--- config.mk ---
export PLATFORM = sky130hd
export DESIGN_NAME = ln_arb
export DESIGN_NICKNAME = d
export VERILOG_FILES = /design/src/rtl/hglobal.v /design/src/rtl/ln_arb_pkg.sv /design/src/rtl/ln_rr_pick.sv /design/src/rtl/ln_arb.sv
export SDC_FILE = /design/constraint.sdc
export NUM_CORES = 1
export LEC_CHECK = 0
export BUFFER_PORTS_ARGS = -buffer_cell sky130_fd_sc_hd__buf_2
export CORE_ASPECT_RATIO = 0.7
export CORE_MARGIN = 5
export CORE_UTILIZATION = 25
export CTS_BUF_LIST = sky130_fd_sc_hd__clkbuf_8 sky130_fd_sc_hd__clkbuf_16
export CTS_CLUSTER_DIAMETER = 120
export DETAILED_ROUTE_END_ITERATION = 7
export GPL_ROUTABILITY_DRIVEN = 0
export GPL_TIMING_DRIVEN = 0
export PLACE_DENSITY = 0.58
export SYNTH_ARGS = -nofsm -noshare
export SYNTH_HDL_FRONTEND = slang
export SYNTH_HIERARCHICAL = 1
export SYNTH_SLANG_ARGS = --single-unit
export TNS_END_PERCENT = 20
--- constraint.sdc ---
create_clock -name i_clk -period 9.1 [get_ports i_clk]
set_clock_uncertainty 0.1 [all_clocks]
set_input_delay 1.82 -clock i_clk [delete_from_list [all_inputs] [get_ports i_clk]]
set_output_delay 1.82 -clock i_clk [all_outputs]
set_load 0.03 [all_outputs]
--- src/rtl/hglobal.v ---
`default_nettype none
// +--------------------------------------------------------------------------+
// | hglobal.v                                                                |
// | Global defines shared by the link cells: default link widths, on/off     |
// | literals and the ln_arb state encodings.                                 |
// | No ports (definitions only).                                             |
// | Revision: 1.0 - initial release                                          |
// +--------------------------------------------------------------------------+
`ifndef HGLOBAL_V
`define HGLOBAL_V

`define ADDRESS_SIZE     8
`define DATA_SIZE        8

`define ON               1'b1
`define OFF              1'b0

`define LN_ARB_IDLE      2'd0
`define LN_ARB_SETUP     2'd1
`define LN_ARB_WAIT_ACK  2'd2
`define LN_ARB_UP_ACK    2'd3

`endif
`default_nettype wire

--- src/rtl/ln_arb_pkg.sv ---
`default_nettype none
// +--------------------------------------------------------------------------+
// | ln_arb_pkg                                                               |
// | Types and constants shared by ln_arb and its round-robin picker.         |
// | No ports (package).                                                      |
// | Optional feature macro used by ln_arb: LN_ARB_SYNC_EN.                   |
// | Revision: 1.0 - initial release                                          |
// +--------------------------------------------------------------------------+

// Same guarded definitions as hglobal.v, so the package compiles whether or
// not that header was read earlier in the compilation unit.
`ifndef HGLOBAL_V
`define HGLOBAL_V
`define ADDRESS_SIZE     8
`define DATA_SIZE        8
`define ON               1'b1
`define OFF              1'b0
`define LN_ARB_IDLE      2'd0
`define LN_ARB_SETUP     2'd1
`define LN_ARB_WAIT_ACK  2'd2
`define LN_ARB_UP_ACK    2'd3
`endif

package ln_arb_pkg;

  typedef enum logic [1:0] {
    ST_IDLE     = `LN_ARB_IDLE,
    ST_SETUP    = `LN_ARB_SETUP,
    ST_WAIT_ACK = `LN_ARB_WAIT_ACK,
    ST_UP_ACK   = `LN_ARB_UP_ACK
  } ln_arb_state_e;

  localparam int unsigned LN_ARB_MIN_SRC = 2;
  localparam int unsigned LN_ARB_MAX_SRC = 8;

endpackage
`default_nettype wire

--- src/rtl/ln_rr_pick.sv ---
`default_nettype none
// +--------------------------------------------------------------------------+
// | ln_rr_pick                                                               |
// | Combinational round-robin picker: first set request scanning ptr+1,      |
// | ptr+2, ... modulo NUM_SRC.                                               |
// | Ports: req_i    - request vector                                         |
// |        ptr_i    - index of the last served source                        |
// |        valid_o  - at least one request set                               |
// |        onehot_o - one-hot winner                                         |
// |        index_o  - binary winner index                                    |
// | Revision: 1.0 - initial release                                          |
// +--------------------------------------------------------------------------+
module ln_rr_pick #(
  parameter int NUM_SRC = 4,
  parameter int PW      = 2
) (
  input  logic [NUM_SRC-1:0] req_i,
  input  logic [PW-1:0]      ptr_i,
  output logic               valid_o,
  output logic [NUM_SRC-1:0] onehot_o,
  output logic [PW-1:0]      index_o
);

  logic [PW:0] pos;

  // Scan from the farthest candidate (ptr itself) toward the nearest (ptr+1);
  // the last hit written is the highest-priority one, so no "found" flag.
  always_comb begin
    valid_o  = 1'b0;
    onehot_o = '0;
    index_o  = '0;
    pos      = '0;
    for (int i = NUM_SRC; i >= 1; i--) begin
      pos = {1'b0, ptr_i} + (PW+1)'(i);
      if (pos >= (PW+1)'(NUM_SRC)) begin
        pos = pos - (PW+1)'(NUM_SRC);
      end
      if (req_i[pos[PW-1:0]]) begin
        valid_o                = 1'b1;
        onehot_o               = '0;
        onehot_o[pos[PW-1:0]]  = 1'b1;
        index_o                = pos[PW-1:0];
      end
    end
  end

endmodule
`default_nettype wire

--- src/rtl/ln_arb.sv ---
`default_nettype none
// +--------------------------------------------------------------------------+
// | ln_arb                                                                   |
// | Round-robin arbiter merging NUM_SRC 4-phase req/ack links onto one       |
// | downstream link. The winner's addr/dat are latched at grant, o_req is    |
// | raised one cycle later, and the winner is acked only after downstream    |
// | acks; the grant is released once both sides return to zero.             |
// | Optional macro LN_ARB_SYNC_EN: 2-flop synchronizers on i_req and i_ack.  |
// | Ports: i_clk, i_rst_n (async, active low)                                |
// |        i_addr/i_dat/i_req/o_ack - upstream links, source k at slice k    |
// |        o_addr/o_dat/o_req/i_ack - downstream link                        |
// |        o_gnt  - one-hot grant, 0 when idle                               |
// |        o_busy - state not IDLE                                           |
// |        o_err  - sticky protocol-violation flag                           |
// | Revision: 1.0 - initial release                                          |
// +--------------------------------------------------------------------------+
module ln_arb
  import ln_arb_pkg::*;
#(
  parameter int ASZ     = `ADDRESS_SIZE,
  parameter int DSZ     = `DATA_SIZE,
  parameter int NUM_SRC = 4
) (
  input  logic                   i_clk,
  input  logic                   i_rst_n,
  input  logic [NUM_SRC*ASZ-1:0] i_addr,
  input  logic [NUM_SRC*DSZ-1:0] i_dat,
  input  logic [NUM_SRC-1:0]     i_req,
  output logic [NUM_SRC-1:0]     o_ack,
  output logic [ASZ-1:0]         o_addr,
  output logic [DSZ-1:0]         o_dat,
  output logic                   o_req,
  input  logic                   i_ack,
  output logic [NUM_SRC-1:0]     o_gnt,
  output logic                   o_busy,
  output logic                   o_err
);

  localparam int PW = $clog2(NUM_SRC);

  logic [NUM_SRC-1:0] req_s;
  logic               ack_s;

`ifdef LN_ARB_SYNC_EN
  logic [NUM_SRC-1:0] req_s1_q, req_s2_q;
  logic               ack_s1_q, ack_s2_q;

  always_ff @(posedge i_clk or negedge i_rst_n) begin
    if (!i_rst_n) begin
      req_s1_q <= '0;
      req_s2_q <= '0;
      ack_s1_q <= 1'b0;
      ack_s2_q <= 1'b0;
    end else begin
      req_s1_q <= i_req;
      req_s2_q <= req_s1_q;
      ack_s1_q <= i_ack;
      ack_s2_q <= ack_s1_q;
    end
  end

  assign req_s = req_s2_q;
  assign ack_s = ack_s2_q;
`else
  assign req_s = i_req;
  assign ack_s = i_ack;
`endif

  ln_arb_state_e      state_q;
  logic [PW-1:0]      ptr_q;
  logic [PW-1:0]      idx_q;
  logic [NUM_SRC-1:0] gnt_q;
  logic [NUM_SRC-1:0] ack_q;
  logic               req_q;
  logic               err_q;
  logic [ASZ-1:0]     addr_q;
  logic [DSZ-1:0]     dat_q;

  logic               pick_valid;
  logic [NUM_SRC-1:0] pick_onehot;
  logic [PW-1:0]      pick_idx;
  logic [ASZ-1:0]     sel_addr;
  logic [DSZ-1:0]     sel_dat;
  logic               g_req;

  ln_rr_pick #(
    .NUM_SRC (NUM_SRC),
    .PW      (PW)
  ) u_pick (
    .req_i    (req_s),
    .ptr_i    (ptr_q),
    .valid_o  (pick_valid),
    .onehot_o (pick_onehot),
    .index_o  (pick_idx)
  );

  // One-hot mux of the candidate winner's fields (constant slice indices).
  always_comb begin
    sel_addr = '0;
    sel_dat  = '0;
    for (int k = 0; k < NUM_SRC; k++) begin
      if (pick_onehot[k]) begin
        sel_addr = i_addr[k*ASZ +: ASZ];
        sel_dat  = i_dat[k*DSZ +: DSZ];
      end
    end
  end

  // Request level of the currently granted source (0 when nothing granted).
  assign g_req = |(req_s & gnt_q);

  always_ff @(posedge i_clk or negedge i_rst_n) begin
    if (!i_rst_n) begin
      state_q <= ST_IDLE;
      ptr_q   <= PW'(NUM_SRC-1);
      idx_q   <= '0;
      gnt_q   <= '0;
      ack_q   <= '0;
      req_q   <= `OFF;
      err_q   <= `OFF;
      addr_q  <= '0;
      dat_q   <= '0;
    end else begin
      case (state_q)
        ST_IDLE: begin
          // A still-high downstream ack is stale: hold off until it clears.
          if (!ack_s && pick_valid) begin
            addr_q  <= sel_addr;
            dat_q   <= sel_dat;
            gnt_q   <= pick_onehot;
            idx_q   <= pick_idx;
            state_q <= ST_SETUP;
          end
        end
        ST_SETUP: begin
          req_q <= `ON;
          if (!g_req || ack_s) begin
            err_q <= `ON;
          end
          state_q <= ST_WAIT_ACK;
        end
        ST_WAIT_ACK: begin
          if (!g_req) begin
            err_q <= `ON;
          end
          if (ack_s) begin
            req_q   <= `OFF;
            ack_q   <= gnt_q;
            state_q <= ST_UP_ACK;
          end
        end
        ST_UP_ACK: begin
          if (!g_req && !ack_s) begin
            ack_q   <= '0;
            gnt_q   <= '0;
            ptr_q   <= idx_q;
            state_q <= ST_IDLE;
          end
        end
        default: state_q <= ST_IDLE;
      endcase
    end
  end

  assign o_ack  = ack_q;
  assign o_addr = addr_q;
  assign o_dat  = dat_q;
  assign o_req  = req_q;
  assign o_gnt  = gnt_q;
  assign o_busy = (state_q != ST_IDLE);
  assign o_err  = err_q;

endmodule
`default_nettype wire

Yosys cells after proc, flatten, opt, wreduce, memory -nomap -nowiden. Cells that the tools add are included.

Add/sub/neg operators: 8. $lt $le $gt $ge: 12. Equal/unequal tests: 8. Multiplexer cells: 54. Bitwise operators: 1. Reductions and logical operators: 22.

Operator list (number): $mux W8 (8); $mux W4 (7); $mux W2 (11); $pmux W4 S2 (2); $mux W1 (15); $ge A3 B3 Y1 const B (4); $lt A2 B3 Y1 const B (4); $reduce_and A3 Y1 (4); $ne A2 B2 Y1 const B (5); $bmux W1 S2 (4); $demux W1 S2 (4); $ge A2 B1 Y1 const B (4); $pmux W2 S4 (1); $reduce_bool A2 Y1 (4); $sub A2 B1 Y2 const B (4); $add A2 B2 Y3 const B (2); $logic_and A1 B1 Y1 (6); $reduce_and A2 Y1 (3); $and A4 B4 Y4 (1); $eq A2 B2 Y1 const B (2); $pmux W1 S2 (2); $reduce_or A4 Y1 (1); $add A2 B1 Y3 const B (1); $add A2 B3 Y3 const B (1); 4 further kinds (5).

Bits in registers: 32. Bits of input ports: 71. Output and inout port bits: 27. Logic and storage cells: 114.

Depth between registers and ports, before layout.
Depth in word-level cells: 15. Depth in mapped cells: 14.

Cells and area by module. Netlist, hierarchy kept.

Modules (own cells, without submodules): ln_arb (times used 1, cells an instance 200, area an instance 1851.8 um2, sequential area each 803.3 um2); ln_rr_pick (times used 1, cells an instance 72, area an instance 586.8 um2, sequential area each 0.0 um2).

Least setup slack after synthesis. Ideal clock, no wire load.

Kind: input to register. Start point: input port i_req[1]. End point: register addr_q[3], in the netlist o_addr[3]. Setup time: 81 ps. Arrival: 3720 ps. Data required time: 8919 ps. Setup slack: 5199 ps. Stages: 10. Cell sequence: buf_2 -> mux2i_2 -> mux2i_2 -> nor4b_4 -> o2bb2ai_1 -> nor2b_4 -> buf_6 -> a221oi_1 -> a211o_1 -> a31oi_2.

Word-level cells in the longest chain between the ends: 10.

RTL lines: start, declared (line ln_arb.sv:28) `input logic [NUM_SRC-1:0] i_req,`; $bmux W1 S2 (line ln_rr_pick.sv:38) `if (req_i[pos[PW-1:0]]) begin`; $mux W1 (not written as such) (line ln_rr_pick.sv:38); $mux W4 (3 in a row) (line ln_rr_pick.sv:38); $mux W4 (*) (line ln_rr_pick.sv:38); named net pick_onehot[0] (line ln_arb.sv:80) `logic [NUM_SRC-1:0] pick_onehot;`; $mux W8 (*) (4 in a row) (line ln_arb.sv:102) `if (pick_onehot[k]) begin`; end signal, assigned (line ln_arb.sv:128) `addr_q <= sel_addr;`; end, declared (line ln_arb.sv:76) `logic [ASZ-1:0] addr_q;`.

Mark *: on every way through the listed nets, which the timed path passes. The rest lies on a longest branch. The select of a mux whose other input is x is not followed. A chain may end at the register's enable or synchronous reset.

Worst setup path in the final report.
Start point: input port i_req[1]. End point: register dat_q[4], in the netlist o_dat[4].

Word-level cells in the longest chain between the ends: 10.

RTL lines: $bmux W1 S2 (line ln_rr_pick.sv:38); $mux W1 (not written as such) (line ln_rr_pick.sv:38); $mux W4 (3 in a row) (line ln_rr_pick.sv:38); $mux W4 (*) (line ln_rr_pick.sv:38); named net pick_onehot[0] (line ln_arb.sv:80); $mux W8 (*) (4 in a row) (line ln_arb.sv:102); end signal, assigned (line ln_arb.sv:129) `dat_q <= sel_dat;`; end, declared (line ln_arb.sv:77) `logic [DSZ-1:0] dat_q;`.

Marks and branches as above.

==> flow_summary.toml <==
[die]
coreArea_mm2 = 0.009609
io_pins = 98
fp.dieW_um = 128.0
die-height_um = 92.63
start_util = 0.2538
die_area_mm2 = 0.01186
rows = 30

[run_status]
status = "finished, final reports clean"

[logic_synthesis]
netlist_instances = 272
ys_ff_latch = 32
async_flop_share = 1.000
synth_edf_count = 0
syn_area_mm2 = 0.002439
syn_nets = 353
synth_area_per_cell_um2 = 8.965
synth_flop_cell = "dfrtp_1"
yosysSeqAreaShare = 0.3294
netlist-cell-type-count = 47
synth_warnings = 6

[place]
numPortBuffers = 97
place_hpwl_um = 6370
dp_cells = 497

[clocking]
clk_latency_ns = 0.28
htreeDepth = 2
cts_resized = 0
postCtsHoldBufs = 0
cts_sinks = 32
post-cts-setup-buffers = 0
root_buffer = "clkbuf_16"
numCtsBuffers = 5
clockBufferDepth = 2
clk_pin_slew_worst_paths_ns = 0.06
cts_tree = "built"

[finish]
fin_cells = 505
antenna_cells = 0
fin_util = 0.3384
mostFrequentLayoutCells = "buf_2, dfrtp_1, nand2_1"
final_common_cell = "buf_2"
drive_above_1_share = 0.3767
fin_nets = 457
syn2layout_area_growth_pct = 33.35

[global_routing]
antenna_found_initial = 0
grt_use_total = 0.1339
grt_pass1_wl_um = 12750
grt_max_degree = 33
grt-ovfl-total = 0
grt_pass1_vias = 2443

[worst_setup_path]
critPathArrivalTime_ns = 4.31
critPathRequiredTime_ns = 9.20
critical_path_class = "in -> reg"
start_kind = "primary input"
end_kind = "flop"
path_max_fanout = 10

[timing]
fin_setup_tns_ns = 0
hold_viol = 0
fin_crit_ns = 4.212
rsz0062_at_grt = "no"
drv_slew = 0
relSlewSlack = 0.4958
max_freq_mhz = 237.4
finalCritPeriodShare = 0.4629
finalSetupViolations = 0
worst_pin_slew_ns = 0.7564

[power]
p_leak_nw = 1.548
power_switching_w = 0.0007377
clockPowerShare = 0.127
peakVddDrop_mv = 0.2059
internal_power_w = 0.0007601
p_comb_frac = 0.698
p_sw_frac = 0.4925
powerDensity_mw_per_mm2 = 460.6
share_seq_of_total_power = 0.174

[routing]
vias_per_cell = 5.006
drtPass1Iterations = 4
final_antenna_net_count = 0
detail_route.wl_per_cell_um = 16.01
drt_iter0_markers = 191
vias = 2528
routed_wl_um = 8083
drcViolationCount = 0

[hold_path]
hold_class = "reg -> reg"

[flow_run]
max_cap_violations = 0
-- worst paths after layout --
path | startpoint | endpoint | slack [ns] | cells past startpoint
hold / removal | o_err | o_err | 0.37 | 1
min in group asynchronous | i_rst_n | o_err | 1.51 | 1
hold reg to reg | o_err | o_err | 0.37 | 1
max in group asynchronous | i_rst_n | o_addr[5] | 6.90 | 1
setup / recovery | i_req[1] | o_dat[4] | 4.89 | 11
setup reg to reg | ptr_q[0] | o_dat[4] | 5.26 | 13
-- area by class of cell --
cell class | instances | area, um^2
Fill cell | 1052 | 6357
Clock inverter | 3 | 42.54
Inverter | 22 | 82.58
Clock buffer | 5 | 125.1
Buffer | 21 | 121.4
Tap cell | 128 | 160.2
Timing Repair Buffer | 97 | 485.5
Sequential cell | 32 | 803.3
Multi-Input combinational cell | 197 | 1431
-- cell usage after synthesis, types with 3 or more instances --
| library cell | instances | area [um^2] |
|---|---|---|
| a211o_1 | 16 | 140.1 |
| a211oi_1 | 3 | 22.52 |
| a21o_1 | 3 | 22.52 |
| a21oi_1 | 13 | 65.06 |
| a221oi_1 | 15 | 131.4 |
| a22o_1 | 3 | 26.28 |
| a22oi_1 | 3 | 22.52 |
| a31oi_1 | 13 | 81.33 |
| buf_2 | 10 | 50.05 |
| buf_6 | 4 | 45.04 |
| clkbuf_1 | 7 | 26.28 |
| dfrtp_1 | 30 | 750.7 |
| ha_1 | 10 | 125.1 |
| inv_1 | 22 | 82.58 |
| mux2_2 | 6 | 67.56 |
| mux2i_1 | 5 | 50.05 |
| mux2i_2 | 6 | 82.58 |
| nand2_1 | 27 | 101.4 |
| nand2b_1 | 7 | 43.79 |
| nor2_1 | 22 | 82.58 |
| nor2b_1 | 4 | 25.02 |
| o22ai_1 | 10 | 62.56 |
| o2bb2ai_1 | 4 | 35.03 |
-- metal layers --
metal	GRT usage	up-vias	wire length, um
li1	-	1214	-
met1	0.1978	1220	3981
met2	0.1916	88	3452
met3	0.04438	6	604
met4	0.01943	0	46
met5	0	-	0
-- flip-flops by register name (all words and copies together), names as in the netlist --
name,cells
idx_q,2
o_ack,4
o_dat,8
o_req,1
o_err,1
o_gnt,4
o_addr,8
state_q,2
ptr_q,2
-- metrics by stage --
| stage | setup WS (ns) | hold WS, ns | cell area [um^2] | total power, W |
|---|---|---|---|---|
| detailed placement | 4.605 | 0.3683 | 3084 | 0.001307 |
| global placement | 4.655 | 0.3344 | 3084 | 0.001298 |
| finish | 4.888 | 0.3683 | 3252 | 0.001498 |
| CTS | 4.897 | 0.3810 | 3252 | 0.001507 |
| global route | 4.700 | 0.4085 | 3252 | 0.001618 |
| floorplan | 5.199 | 0.3767 | 2439 | 0.001041 |
-- power groups by stage --
stage	Sequential (W)	Combinational, W	Clock (W)
2_1_floorplan	0.000353	0.000688	0
3_3_place_gp	0.000263	0.00104	0
3_5_place_dp	0.000262	0.00105	0
4_1_cts	0.000261	0.00105	0.000197
5_1_grt	0.000270	0.00114	0.000204
6_report	0.000261	0.00105	0.000191
-- cells by family after synthesis --
family,count (synthesis),share of synthesized area
AOI/OAI and AO/OA,98,0.3053
and+or+nand+nor,71,0.1421
buffers and inverters,43,0.08363
DFF,32,0.3294
muxes,18,0.08825
adders and majority gates,10,0.05131
-- worst max-delay path, cell delays in order --
cell	delay, ns
buf_2	0.12
buf_2	0.18
mux2i_2	0.35
mux2i_2	0.19
nor4b_4	0.37
o2bb2ai_1	0.24
nor2b_4	0.32
buf_6	0.18
a221oi_1	0.08
a211o_1	0.30
a31oi_1	0.16
No activity file was read; power rests on OpenSTA's default activity.
